--- config.mk ---
export PLATFORM = sky130hd
export DESIGN_NAME = adder_flat
export DESIGN_NICKNAME = d
export VERILOG_FILES = /design/src/rtl/adder_if.sv /design/src/rtl/adder.sv /design/src/flat_wrapper.sv
export SDC_FILE = /design/constraint.sdc
export NUM_CORES = 1
export LEC_CHECK = 0
export ABC_AREA = 1
export CORE_AREA = 2 2 69 71
export CTS_BUF_LIST = sky130_fd_sc_hd__clkbuf_4 sky130_fd_sc_hd__clkbuf_8
export DETAILED_ROUTE_END_ITERATION = 8
export DIE_AREA = 0 0 71 73
export HOLD_SLACK_MARGIN = 0.05
export PLACE_DENSITY = 0.53
export SLEW_MARGIN = 40
export SYNTH_ARGS = -nofsm -noshare
export SYNTH_HDL_FRONTEND = slang
export SYNTH_SLANG_ARGS = --single-unit
--- constraint.sdc ---
create_clock -name clk -period 4.2 [get_ports clk]
set_input_delay 0.84 -clock clk [delete_from_list [all_inputs] [get_ports clk]]
set_output_delay 0.84 -clock clk [all_outputs]
set_load 0.03 [all_outputs]
--- src/rtl/adder_if.sv ---
// Operand/result bundle for the adder: operands and controls flow from the
// master into the adder, the registered result and flags flow back.
interface adder_if #(
    parameter int WIDTH = 8
);
    logic             valid_in;
    logic [WIDTH-1:0] a;
    logic [WIDTH-1:0] b;
    logic             sub;
    logic             sat_en;
    logic             sat_signed;

    logic [WIDTH-1:0] y;
    logic             valid_out;
    logic             carry;
    logic             overflow;
    logic             zero;
    logic             negative;

    modport master (
        output valid_in, a, b, sub, sat_en, sat_signed,
        input  y, valid_out, carry, overflow, zero, negative
    );

    modport slave (
        input  valid_in, a, b, sub, sat_en, sat_signed,
        output y, valid_out, carry, overflow, zero, negative
    );
endinterface

--- src/rtl/adder.sv ---
// Two-operand adder/subtractor with optional signed/unsigned saturation,
// one registered pipeline stage and status flags. Subtraction is a + ~b + 1
// so a single (WIDTH+1)-bit adder serves both operations, and the carry out
// doubles as "no borrow" when subtracting.
module adder #(
    parameter int WIDTH = 8
) (
    input  logic   clk,
    input  logic   rst,
    adder_if.slave bus
);
    localparam logic [WIDTH-1:0] ALL_ONES = '1;
    localparam logic [WIDTH-1:0] SMAX     = {1'b0, {(WIDTH-1){1'b1}}};
    localparam logic [WIDTH-1:0] SMIN     = {1'b1, {(WIDTH-1){1'b0}}};

    logic [WIDTH-1:0] bb;
    logic [WIDTH:0]   sum;
    logic [WIDTH-1:0] r;
    logic             c;
    logic             ovf;
    logic [WIDTH-1:0] y_next;

    // Raw arithmetic plus the saturation decision for the current operands.
    always_comb begin
        // NOTE: every signal written here gets a default first so no path
        // through the block leaves it unassigned (which would infer a latch).
        y_next = '0;
        bb     = bus.sub ? ~bus.b : bus.b;
        sum    = {1'b0, bus.a} + {1'b0, bb} + {{WIDTH{1'b0}}, bus.sub};
        r      = sum[WIDTH-1:0];
        c      = sum[WIDTH];
        // Signed overflow: operands (after inversion) agree in sign, result does not.
        ovf    = (bus.a[WIDTH-1] == bb[WIDTH-1]) && (r[WIDTH-1] != bus.a[WIDTH-1]);

        y_next = r;
        if (bus.sat_en) begin
            if (bus.sat_signed) begin
                if (ovf) begin
                    y_next = bus.a[WIDTH-1] ? SMIN : SMAX;
                end
            end else begin
                if (!bus.sub && c) begin
                    y_next = ALL_ONES;
                end else if (bus.sub && !c) begin
                    y_next = '0;
                end
            end
        end
    end

    // Result/flag register: captures on valid_in, otherwise holds; valid_out
    // tracks valid_in one cycle late and reset clears everything.
    always_ff @(posedge clk) begin
        // NOTE: non-blocking assignments so every register samples the
        // pre-edge values, independent of statement order.
        if (rst) begin
            bus.y         <= '0;
            bus.valid_out <= 1'b0;
            bus.carry     <= 1'b0;
            bus.overflow  <= 1'b0;
            bus.zero      <= 1'b0;
            bus.negative  <= 1'b0;
        end else begin
            bus.valid_out <= bus.valid_in;
            if (bus.valid_in) begin
                bus.y        <= y_next;
                // carry/overflow describe the unsaturated operation.
                bus.carry    <= c;
                bus.overflow <= ovf;
                // zero/negative describe the value actually presented on y.
                bus.zero     <= (y_next == '0);
                bus.negative <= y_next[WIDTH-1];
            end
        end
    end
endmodule

--- src/flat_wrapper.sv ---
// flat-port wrapper written by rule: the top's interface ports become plain ports
module adder_flat 
#(
    parameter int WIDTH = 8
)
  (clk, rst, bus_valid_in, bus_a, bus_b, bus_sub, bus_sat_en, bus_sat_signed, bus_y, bus_valid_out, bus_carry, bus_overflow, bus_zero, bus_negative);
  adder_if #(.WIDTH(WIDTH)) bus_i ();
  input  logic clk;
  input  logic rst;
  input wire logic [$bits(bus_i.valid_in)-1:0] bus_valid_in;
  input wire logic [$bits(bus_i.a)-1:0] bus_a;
  input wire logic [$bits(bus_i.b)-1:0] bus_b;
  input wire logic [$bits(bus_i.sub)-1:0] bus_sub;
  input wire logic [$bits(bus_i.sat_en)-1:0] bus_sat_en;
  input wire logic [$bits(bus_i.sat_signed)-1:0] bus_sat_signed;
  output wire logic [$bits(bus_i.y)-1:0] bus_y;
  output wire logic [$bits(bus_i.valid_out)-1:0] bus_valid_out;
  output wire logic [$bits(bus_i.carry)-1:0] bus_carry;
  output wire logic [$bits(bus_i.overflow)-1:0] bus_overflow;
  output wire logic [$bits(bus_i.zero)-1:0] bus_zero;
  output wire logic [$bits(bus_i.negative)-1:0] bus_negative;
  assign bus_i.valid_in = bus_valid_in;
  assign bus_i.a = bus_a;
  assign bus_i.b = bus_b;
  assign bus_i.sub = bus_sub;
  assign bus_i.sat_en = bus_sat_en;
  assign bus_i.sat_signed = bus_sat_signed;
  assign bus_y = bus_i.y;
  assign bus_valid_out = bus_i.valid_out;
  assign bus_carry = bus_i.carry;
  assign bus_overflow = bus_i.overflow;
  assign bus_zero = bus_i.zero;
  assign bus_negative = bus_i.negative;
  adder #(.WIDTH(WIDTH)) u_core (.clk(clk), .rst(rst), .bus(bus_i));
endmodule
# After elaboration in Yosys (flattened, before gate mapping)

Index checks and enable logic that the tools add are counted.

Output and inout bits: 13
RAM bits: 0
Bits of input ports: 22
Register bits after elaboration: 13
Memories kept: 0
Bits in latches: 0
Word-level logic and storage cells: 24
Memory bits (read-only): 0

Divide/modulo/power cells: 0
Muxes and demuxes: 7
Multipliers: 0
Shift operators: 0
Equal/unequal tests: 2
Reduce and logical (&&, ||, !) cells: 6
$add $sub $neg: 2
Order comparisons: 0
Bitwise logic cells: 1

Operators with widths:

| kind                                   | count |
|---|---|
| 8-bit 2-to-1 mux                       | 7 |
| 8-bit by 8-bit adder with 9-bit output | 1 |
| 9-bit by 1-bit adder with 9-bit output | 1 |
| 8-bit logical NOT                      | 1 |
| 8-bit NOT                              | 1 |
| 1-bit logical AND                      | 3 |
| 1-bit logical NOT                      | 2 |
| 1-bit equality test                    | 1 |
| 1-bit inequality test                  | 1 |

# Logic depth before layout (Yosys ltp)

Word-level depth: 11
Gate-level depth with buffers: 19
Mapped depth without buffers: 19

# Worst setup path before layout

OpenSTA, ideal clock, no wires.

Kind: input to register
Start point: in bus_sub
End point: reg u_core.bus.zero
Arrival time: 2,656 ps
Library setup time: 64 ps
Stages: 18
Path buffers: 1
Data required time: 4,136 ps
Setup slack: 1,480 ps
Cells stage by stage: buf_2 > xor2_1 > fa_1 > nand3_1 > nand3_2 > nand2_2 > nand2_2 > nand2_2 > nand2_2 > nand2_1 > nand3_1 > nand2_2 > inv_2 > nor2_2 > nand3_1 > nor2_1 > nor2_1 > nor2_1

Word-level cells in the longest chain between the ends: 10
Elaborated cells on any way between the ends: 16
Those cells by class: add/sub (2); eq/ne (2); mux (6); reduce/logical (6)

RTL lines:

| element                                | line               | source |
|---|---|---|
| from (decl)                            | flat_wrapper.sv:13 | `input wire logic [$bits(bus_i.sub)-1:0] bus_sub;` |
| 8-bit 2-to-1 mux                       | adder.sv:28        | `bb = bus.sub ? ~bus.b : bus.b;` |
| 8-bit by 8-bit adder with 9-bit output | adder.sv:29        | `sum = {1'b0, bus.a} + {1'b0, bb} + {{WIDTH{1'b0}}, bus.sub};` |
| 9-bit by 1-bit adder with 9-bit output | adder.sv:29        |  |
| 1-bit logical NOT                      | adder.sv:44        | `end else if (bus.sub && !c) begin` |
| 1-bit logical AND                      | adder.sv:44        |  |
| 8-bit 2-to-1 mux                       | adder.sv:44        |  |
| 8-bit 2-to-1 mux                       | adder.sv:42        | `if (!bus.sub && c) begin` |
| 8-bit 2-to-1 mux                       | adder.sv:37        | `if (bus.sat_signed) begin` |
| 8-bit 2-to-1 mux *                     | adder.sv:36        | `if (bus.sat_en) begin` |
| 8-bit logical NOT *                    | adder.sv:71        | `bus.zero <= (y_next == '0);` |
| to (signal assigned)                   | adder.sv:71        |  |
| to (decl)                              | adder_if.sv:27     | `output y, valid_out, carry, overflow, zero, negative` |

Mark *: on every way between the ends. The rest lies on a longest branch, timed or not.
A chain may end at the register's enable or synchronous reset.

# Worst setup path after layout

Same ends and word-level chain as after synthesis.

==> results.toml <==
[worst_hold_path]
hp-class = "flip-flop to flip-flop"
worstHoldPathCells = 2

[die]
rows = 25
die_area_sq_um = 5183
die_w_um = 71
core_area_sq_um = 4536
die_h_um = 73
io_pins = 35
start_util_pct = 28.00

[sta]
fmax_mhz = 300.8
slew_headroom_pct = 61.70
tightest_slew_ns = 0.5726
final-setup-viol-count = 0
post-route-min-period_ns = 3.324
min_period_over_period_pct = 79.15
hold_viol = 0
tns_ns = 0
slew_viol_final = 0
fin_ws_ns = 0.8758
rsz0062_at_grt = "no"
clock_skew_ns = 0

[worst_setup_path]
reg2regPathDepth = 4
crit_arrival_ns = 3.49
cp.required_ns = 4.37
crit_type = "input pin to flip-flop"
critPathLaunchType = "input pin"
end_kind = "flip-flop"
worst-path-max-fanout = 11

[power]
power.leakage_nw = 0.8314
p_per_area_nw_per_um2 = 306.6
total_power_w = 0.0005240
ir_drop_uv = 77.87

[clock_tree]
path_clk_slew_ns = 0.05
htree_levels = 1
clock_sinks = 12
post-cts-setup-buffers = 0
cts_tree = "yes"
cts_root_buffer = "clkbuf_8"
numCtsBuffers = 3
clock_path_buffers = 2
cts_hold_buf = 0
clock_latency_ns = 0.23
ctsResizeCount = 0

[synth]
synth_top_area_share_pct = 18.92
syn_nets = 215
synthAdderAreaFrac_pct = 8.473
synth_area_leaders = "dfxtp_1 19%, nand2_1 13%, xor2_1 8.3%"
synth.top_cells.by_count = "44 x nand2_1, 22 x inv_1, 18 x nor2_1"
synth_top_cell_by_area = "dfxtp_1"
yosysUniqueCellTypes = 29
synth-simple-area-share_pct = 41.08
muxShareOfSynthArea_pct = 0
syn_area_per_cell_sq_um = 6.865
ys_ff_latch = 12
seq_area_frac_synth_pct = 18.92
syn-cell-area_sq_um = 1270
syn_inst = 185
synth_top_family_by_area = "simple AND/OR/NAND/NOR gates"
yosys_warnings = 0
synth_edf_count = 0
synth_most_common_cell = "nand2_1"
synth_xor_area_share_pct = 8.276
synth-compound-area-share_pct = 13.40
synth-async-reset-ratio_pct = 0
synth_ff_type = "dfxtp_1"

[finish]
stdcell_count = 273
final_layout_size_suffix_gt1_share_pct = 18.26
multi_input_area_sq_um = 904.6
fin_nets = 250
postLayoutCoreUtil_pct = 37.68
fillers = 489
syn_to_final_growth_pct = 34.58
seqCellArea_sq_um = 240.2
diodes = 0

[global_routing]
grt_max_degree = 19
grt.overflow.total = 0
track_usage_pct = 10.78
grt_pass1_vias = 1038
grt_pass1_wl_um = 4526
antenna_found_initial = 0

[placement]
gp_congestion = 0.7373
placed_cells = 269
dp_hpwl_um = 2261
portBuffers = 34
dp_slack_ns = 0.6012

[job]
drv_cap = 0

[route]
ant_nets = 0
vias = 1178
wl_per_cell_um = 9.729
firstDrtPassIters = 4
wirelength_um = 2656
drc = 0
vias_per_cell = 4.315
drt_iter0_drc = 28

[status]
outcome = "finished, final reports clean"
## layout make-up
class,instances,share of cell area [%]
Sequential cell,12,14.06
Timing Repair Buffer,34,19.91
Multi-Input combinational cell,142,52.93
Clock buffer,4,3.221
Inverter,27,5.930
Tap cell,54,3.953
## registers in the layout (all words and copies together), names as in the netlist
name	cells
u_core.bus.overflow	1
u_core.bus.zero	1
u_core.bus.carry	1
u_core.bus.valid_out	1
u_core.bus.y	7
u_core.bus.negative	1
## final timing paths
check | end | slack (ns) | startpoint
hold reg to reg | u_core.bus.y[3] | 0.48 | u_core.bus.y[3]
setup / recovery | u_core.bus.zero | 0.88 | bus_sub
setup reg to reg | u_core.bus.y[2] | 3.52 | u_core.bus.y[2]
hold / removal | u_core.bus.y[3] | 0.48 | u_core.bus.y[3]
## cells in the final DEF, fill, tap and decap left out, drive strengths merged
cell type / count
nand2: 61
clkdlybuf4s50: 34
inv: 26
nor2: 21
nand3: 14
xor2: 12
dfxtp: 12
o21ai: 8
a21oi: 8
ha: 7
clkbuf: 4
a31oi: 3
o211ai: 3
nand4: 2
clkinv: 1
nor3: 1
a21o: 1
fa: 1
## worst max-delay path: stages
cell,delay (ns)
clkdlybuf4s50_1,0.83
xor2_1,0.20
fa_1,0.46
nand3_1,0.12
nand3_2,0.10
nand2_2,0.09
nand2_2,0.07
nand2_2,0.07
nand2_2,0.07
nand2_1,0.07
nand3_1,0.08
nand2_2,0.08
inv_2,0.04
nor2_2,0.08
nand3_1,0.07
nor2_1,0.09
nor2_1,0.04
nor2_1,0.08
## routing by layer
layer	vias to the layer above	track usage [%]	routed length, um
li1	651	-	-
met1	499	14.38	1323
met2	26	17.86	1189
met3	2	1.519	126
met4	0	3.774	15
met5	-	0	0
## power by group
part	total, W	internal [W]	switching [W]
Sequential	0.000130	0.000125	0.00000497
Clock	0.000124	0.0000827	0.0000410
Combinational	0.000271	0.000109	0.000162
Total	0.000524	0.000316	0.000207
## stage by stage
step / hold WS [ns] / instance area [sq um]
after floorplan: 0.6439 / 1270
after global placement: 0.4651 / 1654
after detailed placement: 0.4737 / 1654
after CTS: 0.4866 / 1709
after global routing: 0.4940 / 1709
final: 0.4801 / 1709
## cell families after synthesis
group           count (synthesis)
simple gates                   99
buf+inv                        31
fa+ha+maj                       8
flops                          12
compound gates                 23
xor+xnor                       12
(Power assumes the default switching activity.)
